<file path="src/rtl/vga_timing_if.sv">
// Raster timing bundle between vga_timing_gen and the colour generator / connector.
// frameCount exists only when VGA_FRAME_CNT_EN is defined.
interface vga_timing_if;
  logic [10:0] hCount;
  logic [10:0] vCount;
  logic        blank;
  logic        hSync;
  logic        vSync;
  logic        frameEnd;
`ifdef VGA_FRAME_CNT_EN
  logic [7:0]  frameCount;
`endif

  modport master (
    output hCount, vCount, blank, hSync, vSync, frameEnd
`ifdef VGA_FRAME_CNT_EN
    , frameCount
`endif
  );

  modport slave (
    input hCount, vCount, blank, hSync, vSync, frameEnd
`ifdef VGA_FRAME_CNT_EN
    , frameCount
`endif
  );
endinterface

</file>
<file path="src/rtl/vga_timing_gen.sv">
// VGA raster timing generator (640x480@60 default). Optional macro VGA_FRAME_CNT_EN
// adds an 8-bit frame counter output.
//
// state | meaning
// H_ACT | visible pixels of the line
// H_FP  | horizontal front porch
// H_SYN | horizontal sync pulse
// H_BP  | horizontal back porch
// V_ACT | visible lines of the frame
// V_FP  | vertical front porch
// V_SYN | vertical sync lines
// V_BP  | vertical back porch
module vga_timing_gen #(
  parameter int H_VISIBLE = 640,
  parameter int H_FRONT   = 16,
  parameter int H_SYNC    = 96,
  parameter int H_BACK    = 48,
  parameter int V_VISIBLE = 480,
  parameter int V_FRONT   = 10,
  parameter int V_SYNC    = 2,
  parameter int V_BACK    = 33,
  parameter bit SYNC_POL  = 1'b0
) (
  input  logic         clk_25mhz,
  input  logic         reset,
  input  logic         en,
  vga_timing_if.master vga
);

  localparam logic [10:0] H_FP_START  = 11'(H_VISIBLE);
  localparam logic [10:0] H_SYN_START = 11'(H_VISIBLE + H_FRONT);
  localparam logic [10:0] H_BP_START  = 11'(H_VISIBLE + H_FRONT + H_SYNC);
  localparam logic [10:0] H_LAST      = 11'(H_VISIBLE + H_FRONT + H_SYNC + H_BACK - 1);
  localparam logic [10:0] V_FP_START  = 11'(V_VISIBLE);
  localparam logic [10:0] V_SYN_START = 11'(V_VISIBLE + V_FRONT);
  localparam logic [10:0] V_BP_START  = 11'(V_VISIBLE + V_FRONT + V_SYNC);
  localparam logic [10:0] V_LAST      = 11'(V_VISIBLE + V_FRONT + V_SYNC + V_BACK - 1);

  typedef enum logic [1:0] {H_ACT, H_FP, H_SYN, H_BP} h_state_e;
  typedef enum logic [1:0] {V_ACT, V_FP, V_SYN, V_BP} v_state_e;

  h_state_e    h_state_q, h_state_d;
  v_state_e    v_state_q, v_state_d;
  logic [10:0] h_cnt_q, h_cnt_d;
  logic [10:0] v_cnt_q, v_cnt_d;
  logic        blank_q, blank_d;
  logic        hsync_q, hsync_d;
  logic        vsync_q, vsync_d;
  logic        frame_end_q, frame_end_d;
  logic        h_wrap;
`ifdef VGA_FRAME_CNT_EN
  logic [7:0]  frame_cnt_q, frame_cnt_d;
`endif

  always_ff @(posedge clk_25mhz or negedge reset) begin
    if (!reset) begin
      h_state_q   <= H_ACT;
      v_state_q   <= V_ACT;
      h_cnt_q     <= '0;
      v_cnt_q     <= '0;
      blank_q     <= 1'b0;
      hsync_q     <= ~SYNC_POL;
      vsync_q     <= ~SYNC_POL;
      frame_end_q <= 1'b0;
`ifdef VGA_FRAME_CNT_EN
      frame_cnt_q <= '0;
`endif
    end else begin
      h_state_q   <= h_state_d;
      v_state_q   <= v_state_d;
      h_cnt_q     <= h_cnt_d;
      v_cnt_q     <= v_cnt_d;
      blank_q     <= blank_d;
      hsync_q     <= hsync_d;
      vsync_q     <= vsync_d;
      frame_end_q <= frame_end_d;
`ifdef VGA_FRAME_CNT_EN
      frame_cnt_q <= frame_cnt_d;
`endif
    end
  end

  always_comb begin
    h_state_d   = h_state_q;
    v_state_d   = v_state_q;
    h_cnt_d     = h_cnt_q;
    v_cnt_d     = v_cnt_q;
    blank_d     = blank_q;
    hsync_d     = hsync_q;
    vsync_d     = vsync_q;
    frame_end_d = frame_end_q;
`ifdef VGA_FRAME_CNT_EN
    frame_cnt_d = frame_cnt_q;
`endif
    // >= also catches an out-of-range count and forces it back to 0
    h_wrap      = (h_cnt_q >= H_LAST);

    if (en) begin
      h_cnt_d = h_wrap ? '0 : h_cnt_q + 11'd1;
      if (v_cnt_q > V_LAST) begin
        v_cnt_d = '0;
      end else if (h_wrap) begin
        v_cnt_d = (v_cnt_q == V_LAST) ? '0 : v_cnt_q + 11'd1;
      end

      // Boundary compares are on the next count, so the state lines up with the
      // count presented in the same cycle; v_cnt_d only moves on the line wrap.
      case (h_state_q)
        H_ACT:   if (h_cnt_d == H_FP_START)  h_state_d = H_FP;
        H_FP:    if (h_cnt_d == H_SYN_START) h_state_d = H_SYN;
        H_SYN:   if (h_cnt_d == H_BP_START)  h_state_d = H_BP;
        H_BP:    if (h_cnt_d == '0)          h_state_d = H_ACT;
        default: h_state_d = H_ACT;
      endcase
      if (h_cnt_d == '0) h_state_d = H_ACT;

      case (v_state_q)
        V_ACT:   if (v_cnt_d == V_FP_START)  v_state_d = V_FP;
        V_FP:    if (v_cnt_d == V_SYN_START) v_state_d = V_SYN;
        V_SYN:   if (v_cnt_d == V_BP_START)  v_state_d = V_BP;
        V_BP:    if (v_cnt_d == '0)          v_state_d = V_ACT;
        default: v_state_d = V_ACT;
      endcase
      if (v_cnt_d == '0) v_state_d = V_ACT;

      blank_d     = !((h_state_d == H_ACT) && (v_state_d == V_ACT));
      hsync_d     = (h_state_d == H_SYN) ? SYNC_POL : ~SYNC_POL;
      vsync_d     = (v_state_d == V_SYN) ? SYNC_POL : ~SYNC_POL;
      frame_end_d = (h_cnt_d == H_LAST) && (v_cnt_d == V_LAST);
`ifdef VGA_FRAME_CNT_EN
      if (frame_end_q) frame_cnt_d = frame_cnt_q + 8'd1;
`endif
    end
  end

  assign vga.hCount   = h_cnt_q;
  assign vga.vCount   = v_cnt_q;
  assign vga.blank    = blank_q;
  assign vga.hSync    = hsync_q;
  assign vga.vSync    = vsync_q;
  assign vga.frameEnd = frame_end_q;
`ifdef VGA_FRAME_CNT_EN
  assign vga.frameCount = frame_cnt_q;
`endif

endmodule

</file>
<file path="src/flat_wrapper.sv">
// flat-port wrapper written by rule: the top's interface ports become plain ports
module vga_timing_gen_flat 
#(
  parameter int H_VISIBLE = 640,
  parameter int H_FRONT   = 16,
  parameter int H_SYNC    = 96,
  parameter int H_BACK    = 48,
  parameter int V_VISIBLE = 480,
  parameter int V_FRONT   = 10,
  parameter int V_SYNC    = 2,
  parameter int V_BACK    = 33,
  parameter bit SYNC_POL  = 1'b0
)
  (clk_25mhz, reset, en, vga_hCount, vga_vCount, vga_blank, vga_hSync, vga_vSync, vga_frameEnd);
  vga_timing_if vga_i ();
  input  logic clk_25mhz;
  input  logic reset;
  input  logic en;
  output wire logic [$bits(vga_i.hCount)-1:0] vga_hCount;
  output wire logic [$bits(vga_i.vCount)-1:0] vga_vCount;
  output wire logic [$bits(vga_i.blank)-1:0] vga_blank;
  output wire logic [$bits(vga_i.hSync)-1:0] vga_hSync;
  output wire logic [$bits(vga_i.vSync)-1:0] vga_vSync;
  output wire logic [$bits(vga_i.frameEnd)-1:0] vga_frameEnd;
  assign vga_hCount = vga_i.hCount;
  assign vga_vCount = vga_i.vCount;
  assign vga_blank = vga_i.blank;
  assign vga_hSync = vga_i.hSync;
  assign vga_vSync = vga_i.vSync;
  assign vga_frameEnd = vga_i.frameEnd;
  vga_timing_gen #(.H_VISIBLE(H_VISIBLE), .H_FRONT(H_FRONT), .H_SYNC(H_SYNC), .H_BACK(H_BACK), .V_VISIBLE(V_VISIBLE), .V_FRONT(V_FRONT), .V_SYNC(V_SYNC), .V_BACK(V_BACK), .SYNC_POL(SYNC_POL)) u_core (.clk_25mhz(clk_25mhz), .reset(reset), .en(en), .vga(vga_i));
endmodule
</file>
<file path="config.mk">
export PLATFORM = sky130hd
export DESIGN_NAME = vga_timing_gen_flat
export DESIGN_NICKNAME = d
export VERILOG_FILES = /design/src/rtl/vga_timing_if.sv /design/src/rtl/vga_timing_gen.sv /design/src/flat_wrapper.sv
export SDC_FILE = /design/constraint.sdc
export NUM_CORES = 1
export LEC_CHECK = 0
export BUFFER_PORTS_ARGS = -buffer_cell sky130_fd_sc_hd__clkbuf_2
export CELL_PAD_IN_SITES_DETAIL_PLACEMENT = 1
export CELL_PAD_IN_SITES_GLOBAL_PLACEMENT = 1
export CORE_MARGIN = 1
export CORE_UTILIZATION = 40
export CTS_CLUSTER_DIAMETER = 40
export DETAILED_ROUTE_END_ITERATION = 16
export GPL_ROUTABILITY_DRIVEN = 0
export PLACE_DENSITY = 0.76
export SKIP_CTS_REPAIR_TIMING = 1
export SYNTH_ARGS = -nofsm -noshare
export SYNTH_HDL_FRONTEND = slang
export SYNTH_SLANG_ARGS = --single-unit
</file>
<file path="constraint.sdc">
create_clock -name clk_25mhz -period 3.1 [get_ports clk_25mhz]
set_clock_uncertainty 0.15 [all_clocks]
set_input_delay 0.62 -clock clk_25mhz [delete_from_list [all_inputs] [get_ports clk_25mhz]]
set_output_delay 0.62 -clock clk_25mhz [all_outputs]
set_load 0.05 [all_outputs]
</file>
==> reports/metrics.yaml, run 1 <==
status: "complete, no violations"
place_inst: 364
dr_total_vias: 2239
register_area_sq_um: 758
period_needed_ns: 2.99
cp_num_buf_inv: 1
r2r_end: "u_core.vga.vSync"
drc: 0
ys_seq_area_share_pct: 32.7
cts_buffers: 5
n_fill_cell: 701
crit_path_cell_trace: "inv_1, ha_1, and3b_1, o31ai_4, nand2_4, o32ai_2, and4bb_1, a31oi_2, nand3_1, o22a_1"
multi_input_area_sq_um: 1390
synthFlopType: "dfrtp_1"
diodes: 0
yosys-top-cells-count: "28 x dfrtp_1, 24 x nand2_1, 20 x nand3_1"
cp-start-kind: "register"
design_area_sq_um: 2670
clock_path_buffers: 2
syn_to_final_growth_pct: 15.8
cp_max_fo: 10
syn_avg_cell_area_sq_um: 8.75
max_slew.worst_pin.slew_ns: 0.806
p_per_area_nw_per_um2: 549
synthesis.nets: 269
drt-pass1-iter-count: 4
die_h_um: 77.9
grt_usage_pct: 24.4
hold_class: "in -> async"
grt_pass1_vias: 2146
fp-row-count: 27
required_ns: 3.17
yosysTopAreaCell: "dfrtp_1"
first_iter_violations: 186
clkLatencyLatePin_ns: 0.29
ys_ff_latch: 30
clkSinkCount: 30
design.portCount: 29
synth-edff-count: 0
syn_area_sq_um: 2300
finalNonFillerCells: 372
start_util_pct: 41.6
synth.top_cell.area_share_pct: 30.4
synthTopCellsByArea: "dfrtp_1 30%, nand3_1 4.3%, nand2_1 3.9%"
fin_nets: 305
htreeDepth: 2
end_kind: "register"
p_leak_nw: 1.12
chipWidth_um: 77.9
wl_per_cell_um: 18.3
clockRootBuffer: "clkbuf_8"
finalHoldViolCount: 0
rsz0062_at_grt: "yes"
final_max_slew_viol_count: 0
async_reset_ff_share_pct: 100
grt_max_degree: 31
period_share_pct: 96.5
die_area_sq_um: 6060
p_total_mw: 1.46
viasPerCell: 6.02
cp.arrival_ns: 3.06
layout_setup_ws_ns: 0.110
yosysMostFrequentCell: "dfrtp_1"
pre_cts_ws_ns: 0.0788
max_cap_viol_count: 0
path_delay_family: "compound AO/OA/AOI/OAI gates"
ant_nets: 0
drt_wl_total_mm: 6.81
core-area_sq_um: 5540
post-route-util_pct: 48.1
ys_types: 68
r2r_start: "u_core.vga.vCount[0]"
place_area_sq_um: 2570
ir_drop_mv: 0.300
critPathMaxStageDelay_ns: 0.49
worstRegToRegCells: 10
yosysWarnings: 0
setup_violations: 0
crit_type: "reg -> reg"
cts_tree: "done"
crit_path_top_delay_cell: "dfrtp_1"
fmax_mhz: 334
grt_pass1_wl_mm: 11.4
dp_hpwl_mm: 5.08
reg2reg_slack_ns: 0.11
path_clk_slew_ns: 0.07
port_buffers: 28
grt.overflow.total: 0
syn_inst: 263
antenna_found_initial: 0
slew_headroom_pct: 46.3
drive_gt1_share_pct: 28.7
-- layer usage --
| layer | part of all wire [%] | global-route usage, % |
|---|---|---|
| met5 | 0 | 0 |
| met4 | 0.96 | 6.42 |
| met3 | 5.3 | 4.94 |
| met2 | 46 | 36.5 |
| met1 | 48 | 35.4 |
-- worst max path at each step --
stage | startpoint | endpoint | slack (ns) | cells past startpoint
floorplan | u_core.vga.hCount[0] | u_core.v_state_q[0] | 0.05 | 10
global placement | u_core.vga.vCount[7] | u_core.vga.vSync | 0.17 | 8
detailed placement | u_core.vga.vCount[7] | u_core.vga.vSync | 0.08 | 8
CTS | u_core.vga.vCount[7] | u_core.vga.vSync | 0.07 | 8
global route | u_core.vga.vCount[0] | u_core.vga.vSync | -0.04 | 10
finish | u_core.vga.vCount[0] | u_core.vga.vSync | 0.11 | 10
-- cells by family after synthesis --
group / Yosys count / synth area share [%]
AO/OA/AOI/OAI: 68 / 23.4
adder cells (fa/ha/maj): 3 / 1.63
buffers and inverters: 32 / 6.74
XOR/XNOR: 9 / 3.42
AND/OR/NAND/NOR: 112 / 27.8
flip-flops: 30 / 32.7
multiplexers: 9 / 4.29
-- worst reg2reg max path, delay by kind of cell (launching register included) --
kind / cells / cell delay, ns
AO/OA/AOI/OAI: 4 / 1.26
adder cells (fa/ha/maj): 1 / 0.17
buffers and inverters: 1 / 0.12
flip-flops: 1 / 0.49
AND/OR/NAND/NOR: 4 / 0.73
-- cell usage in the layout, fill, tap and decap left out, drive strengths merged, types with 8 or more instances in the layout --
cell type | Yosys | routed
nor2 | 14 | 14
dfrtp | 28 | 28
nand3 | 21 | 21
o31ai | 8 | 8
nor4 | 9 | 9
clkbuf | 8 | 35
nand2 | 26 | 26
buf | 9 | 18
inv | 15 | 15
o21ai | 16 | 16
-- report_power, final --
| part | internal [mW] | switching, mW |
|---|---|---|
| logic | 0.198 | 0.410 |
| clock network | 0.179 | 0.160 |
| registers | 0.441 | 0.0752 |
| total | 0.818 | 0.645 |
-- layout make-up --
class,instances,share of cell area (%)
multi-input combinational,201,52.3
clock buffer,7,3.24
timing repair buffer,46,10.3
inverter,15,2.11
clock inverter,1,0.188
tap,72,3.38
sequential,30,28.5
-- state kept, by name (all words and copies together), names as in the netlist --
| register | flops |
|---|---|
| u_core.vga.vSync | 1 |
| u_core.vga.hCount | 11 |
| u_core.vga.frameEnd | 1 |
| u_core.vga.hSync | 1 |
| u_core.vga.vCount | 11 |
| u_core.h_state_q | 2 |
| u_core.vga.blank | 1 |
| u_core.v_state_q | 2 |
-- stage by stage --
step                hold WS (ns)  setup TNS [ns]
finish                     0.261               0
global route               0.334          -0.121
CTS                        0.287               0
detailed placement         0.345               0
global placement           0.331               0
floorplan                  0.174               0
No activity file was read; power rests on OpenSTA's default activity.
==> inputs of run 2 (changes only) <==
CTS_BUF_LIST = sky130_fd_sc_hd__clkbuf_2   (was unset)
==> run 2 against run 1 <==
- register-to-register slack barely moved
- wire length rose by 3.4%
- global-route usage fell by 0.13 points
- power fell by 8.1%
- final area rose by 0.33%
- via count rose by 1.3%
- fmax barely moved
- critical path depth fell by 2
- die area did not move
- clock power fell by 39%
- sequential share of layout area barely moved
- final cell count rose by 0.27%
==> reports/metrics.yaml, run 2 (synthesized netlist as in run 1, its figures left out) <==
period_share_pct: 96.5  # about the same
r2r_end: "u_core.v_state_q[0]"
layout_common_cells: "34 x clkbuf_2, 24 x nand2_1, 22 x dfrtp_1, 20 x nand3_1, 19 x buf_4"
ir_drop_mv: 0.314  # +4.5%
port_buffers: 28  # unchanged
status: "complete, no violations"
chipWidth_um: 77.9  # unchanged
finalNonFillerCells: 373  # +0.27%
critPathMostFrequentCell: "or4_4"
pre_cts_ws_ns: 0.0788  # unchanged
max_slew.worst_pin.slew_ns: 0.808  # +0.00186 ns
period_needed_ns: 2.99  # +0.00112 ns
grt_max_degree: 31  # unchanged
drc: 0  # unchanged
r2r_start: "u_core.vga.vCount[8]"
critPathMaxStageDelay_ns: 0.59  # +0.10 ns
clock_path_buffers: 2  # unchanged
design_area_sq_um: 2670  # +0.33%
cp-start-kind: "register"
core-area_sq_um: 5540  # unchanged
fin_nets: 306  # +0.33%
drt-pass1-iter-count: 4  # unchanged
max_cap_viol_count: 0  # unchanged
drt_wl_total_mm: 7.03  # +3.4%
final_max_slew_viol_count: 0  # unchanged
first_iter_violations: 199  # +7.0%
reg2reg_slack_ns: 0.11  # about the same
crit_type: "reg -> reg"
cp_max_fo: 5  # -5
grt_usage_pct: 24.3  # -0.13 points
place_area_sq_um: 2570  # unchanged
required_ns: 3.24  # +0.07 ns
ant_nets: 0  # unchanged
fmax_mhz: 334  # about the same
grt_pass1_wl_mm: 11.4  # -0.18%
path_clk_slew_ns: 0.18  # +0.11 ns
seqPwrFrac_pct: 38.3  # +3.0 points
start_util_pct: 41.6  # unchanged
swShare_pct: 48.0  # +3.9 points
die_area_sq_um: 6060  # unchanged
antenna_found_initial: 0  # unchanged
setup_violations: 0  # unchanged
diodes: 0  # unchanged
clkSinkCount: 30  # unchanged
slew_headroom_pct: 46.1  # -0.12 points
layout_setup_ws_ns: 0.108  # -0.00112 ns
cp.arrival_ns: 3.13  # +0.07 ns
place_inst: 364  # unchanged
crit_path_top_delay_cell: "or4_4"
dr_total_vias: 2268  # +1.3%
wl_per_cell_um: 18.9  # +3.1%
finalHoldViolCount: 0  # unchanged
clkLatencyLatePin_ns: 0.38  # +0.09 ns
p_int_mw: 0.699  # -15%
switchingPower_mw: 0.645  # about the same
mostFrequentLayoutCell: "clkbuf_2"
grt_pass1_vias: 2150  # +0.19%
p_per_area_nw_per_um2: 503  # -8.4%
crit_path_cell_trace: "or4_4, or4_4, a211oi_4, o32ai_4, and2_1, a21oi_1, o31ai_2, a31o_1"
htreeDepth: 2  # unchanged
cts_buffers: 5  # unchanged
worstRegToRegCells: 8  # -2
fp-row-count: 27  # unchanged
p_leak_nw: 1.10  # -1.4%
p_total_mw: 1.34  # -8.1%
die_h_um: 77.9  # unchanged
design.portCount: 29  # unchanged
end_kind: "register"
combPwrFrac_pct: 46.4  # +4.9 points
grt.overflow.total: 0  # unchanged
syn_to_final_growth_pct: 16.1
dp_hpwl_mm: 5.08  # unchanged
drive_gt1_share_pct: 29.9  # +1.2 points
hold_class: "in -> async"
clockRootBuffer: "clkbuf_2"
viasPerCell: 6.08  # +1.0%
clkPwrFrac_pct: 15.4  # -7.8 points
cts_tree: "done"
[run 2: layout make-up]
cell class                 count  area [sq um]
timing repair buffer          47           283
inverter                      15          56.3
sequential                    30           761
clock buffer                   6          30.0
multi-input combinational    201          1450
fill                         692          2870
tap                           72          90.1
clock inverter                 2          8.76
[run 2: worst max path at each step]
stage | start | to | slack, ns | depth (start not counted)
finish | u_core.vga.vCount[8] | u_core.v_state_q[0] | 0.11 | 8
global route | u_core.vga.vCount[8] | u_core.v_state_q[0] | -0.02 | 8
CTS | u_core.vga.vCount[7] | u_core.vga.vSync | 0.05 | 8
detailed placement | u_core.vga.vCount[7] | u_core.vga.vSync | 0.08 | 8
global placement | u_core.vga.vCount[7] | u_core.vga.vSync | 0.17 | 8
floorplan | u_core.vga.hCount[0] | u_core.v_state_q[0] | 0.05 | 10
[run 2: per-layer routing]
metal  share of wire [%]  global-route usage, %  vias to the layer above
met5                   0                      0                        -
met4                0.82                   5.85                        0
met2                  47                   36.5                       80
li1                    -                      -                     1060
met3                 6.2                   4.94                        4
met1                  46                   35.3                     1124
[run 2: worst max-delay path, delay by kind of cell (launching register included)]
| family | cells | cell delay (ns) |
|---|---|---|
| AO/OA/AOI/OAI | 5 | 0.98 |
| flip-flops | 1 | 0.41 |
| AND/OR/NAND/NOR | 3 | 1.36 |
[run 2: power groups by stage]
stage / logic [mW] / clock network (mW) / registers, mW
5_1_grt: 0.668 / 0.226 / 0.522
6_report: 0.623 / 0.206 / 0.514
4_1_cts: 0.603 / 0.214 / 0.516
3_5_place_dp: 0.600 / 0 / 0.522
3_3_place_gp: 0.593 / 0 / 0.517
2_1_floorplan: 0.324 / 0 / 0.642
[run 2: stage by stage]
| step | hold WS [ns] | TNS, ns | util (%) |
|---|---|---|---|
| finish | 0.137 | 0 | 48.3 |
| floorplan | 0.174 | 0 | - |
| global route | 0.183 | -0.0165 | 48.3 |
| global placement | 0.331 | 0 | 46.5 |
| detailed placement | 0.345 | 0 | 46.5 |
| CTS | 0.148 | 0 | 47.2 |
==> inputs of run 3 (changes only) <==
REMOVE_ABC_BUFFERS = 1   (was unset)
==> run 3 against run 2 <==
- worst setup slack improved by 0.056 ns
- sequential power decreased by 3%
- clock power about the same
- critical endpoint is now u_core.vga.vSync
- highest routed layer unchanged
==> reports/metrics.yaml, run 3 (synthesized netlist as in run 1, its figures left out) <==
final_max_slew_viol_count: 0  # unchanged
clockRootBuffer: "clkbuf_2"
worstRegToRegCells: 10  # +2
fin_nets: 306  # unchanged
chipWidth_um: 77.9  # unchanged
path_clk_slew_ns: 0.19  # about the same
place_area_sq_um: 2570  # -0.19%
slew_headroom_pct: 47.2  # +1.1 points
grt_max_degree: 31  # unchanged
fp-row-count: 27  # unchanged
r2r_start: "u_core.vga.vCount[1]"
finalHoldViolCount: 0  # unchanged
layout_common_cells: "33 x clkbuf_2, 26 x dfrtp_1, 24 x nand2_1, 20 x nand3_1, 19 x buf_4"
p_per_area_nw_per_um2: 503  # +0.18%
cp_max_fo: 8  # +3
p_leak_nw: 1.10  # +0.18%
cts_buffers: 5  # unchanged
end_kind: "register"
dp_hpwl_mm: 5.10  # +0.30%
status: "complete, no violations"
dr_total_vias: 2255  # -0.57%
cts_tree: "done"
drc: 0  # unchanged
diodes: 0  # unchanged
reg2reg_slack_ns: 0.16  # +0.06 ns
clock_path_buffers: 2  # unchanged
grt_pass1_vias: 2227  # +3.6%
start_util_pct: 41.6  # unchanged
layout_setup_ws_ns: 0.164  # +0.0559 ns
grt_pass1_wl_mm: 11.2  # -1.3%
finalNonFillerCells: 373  # unchanged
drt-pass1-iter-count: 4  # unchanged
viasPerCell: 6.05  # -0.57%
design_area_sq_um: 2650  # -0.94%
wl_per_cell_um: 18.2  # -3.3%
ir_drop_mv: 0.267  # -15%
place_inst: 364  # unchanged
pre_cts_ws_ns: 0.0842  # +0.00534 ns
fmax_mhz: 341  # +1.9%
setup_violations: 0  # unchanged
cp-start-kind: "register"
drive_gt1_share_pct: 28.6  # -1.3 points
clkSinkCount: 30  # unchanged
cp.arrival_ns: 3.12  # about the same
grt_usage_pct: 23.9  # -0.37 points
r2r_end: "u_core.vga.vSync"
grt.overflow.total: 0  # unchanged
clkLatencyLatePin_ns: 0.39  # about the same
die_h_um: 77.9  # unchanged
crit_type: "reg -> reg"
htreeDepth: 2  # unchanged
core-area_sq_um: 5540  # unchanged
design.portCount: 29  # unchanged
ant_nets: 0  # unchanged
period_share_pct: 94.7  # -1.8 points
max_slew.worst_pin.slew_ns: 0.791  # -0.0165 ns
drt_wl_total_mm: 6.80  # -3.3%
tns_ns: 0  # unchanged
period_needed_ns: 2.94  # -0.0559 ns
port_buffers: 28  # unchanged
fin_hold_ws_ns: 0.122  # -0.0154 ns
register_area_sq_um: 756  # -0.66%
n_fill_cell: 690  # -0.29%
first_iter_violations: 108  # -46%
antenna_found_initial: 0  # unchanged
mostFrequentLayoutCell: "clkbuf_2"
syn_to_final_growth_pct: 15.1
hold_class: "in -> async"
max_cap_viol_count: 0  # unchanged
multi_input_area_sq_um: 1420  # -1.6%
required_ns: 3.29  # +0.05 ns
die_area_sq_um: 6060  # unchanged
[run 3: cell count changes in the layout (fill, tap and decap cells not counted), moves of 3 or more]
cell	change
a211oi_4	-3
dfrtp_1	+4
a211oi_2	+3
dfrtp_2	-4
[run 3: report_power, final]
group	leakage, nW	internal [mW]	switching (mW)
sequential	0.396	0.437	0.0638
combinational	0.679	0.206	0.419
clock	0.0264	0.0514	0.156
total	1.10	0.695	0.639
[run 3: worst max-delay path by stage]
stage	start	endpoint	slack, ns
4_1_cts	u_core.vga.vCount[8]	u_core.vga.vSync	0.07
3_3_place_gp	u_core.vga.vCount[8]	u_core.vga.vSync	0.13
3_5_place_dp	u_core.vga.vCount[8]	u_core.vga.vSync	0.08
5_1_grt	u_core.vga.vCount[0]	u_core.vga.vSync	-0.01
2_1_floorplan	u_core.vga.hCount[0]	u_core.v_state_q[0]	-0.12
6_report	u_core.vga.vCount[1]	u_core.vga.vSync	0.16
[run 3: cell type report]
cell class | instances | area share [%]
Clock buffer | 5 | 0.945
Clock inverter | 3 | 0.614
Sequential cell | 30 | 28.5
Tap cell | 72 | 3.40
Inverter | 15 | 2.13
Multi-Input combinational cell | 201 | 53.7
Timing Repair Buffer | 47 | 10.7
[run 3: per-layer routing]
metal,vias up,track usage [%],routed length (um)
li1,1065,-,-
met1,1111,30.1,3060
met2,65,40.3,3300
met3,14,4.24,301
met4,0,9.43,146
met5,-,0,0
[run 3: per-stage QoR]
step                      power (mW)  utilization (%)
final                           1.33             47.8
after global routing            1.42             47.8
after floorplan                0.927                -
after detailed placement        1.13             46.4
after global placement          1.11             46.4
after CTS                       1.34             47.1
[run 3: worst max-delay path: stages, from the launching register on]
cell and delay [ns]:
dfrtp_2 0.50, inv_1 0.10, ha_1 0.18, and3b_1 0.22
o31ai_4 0.38, nand2_4 0.15, a211oi_2 0.34, and4bb_1 0.28
a31oi_2 0.24, nand3_1 0.13, o22a_1 0.20
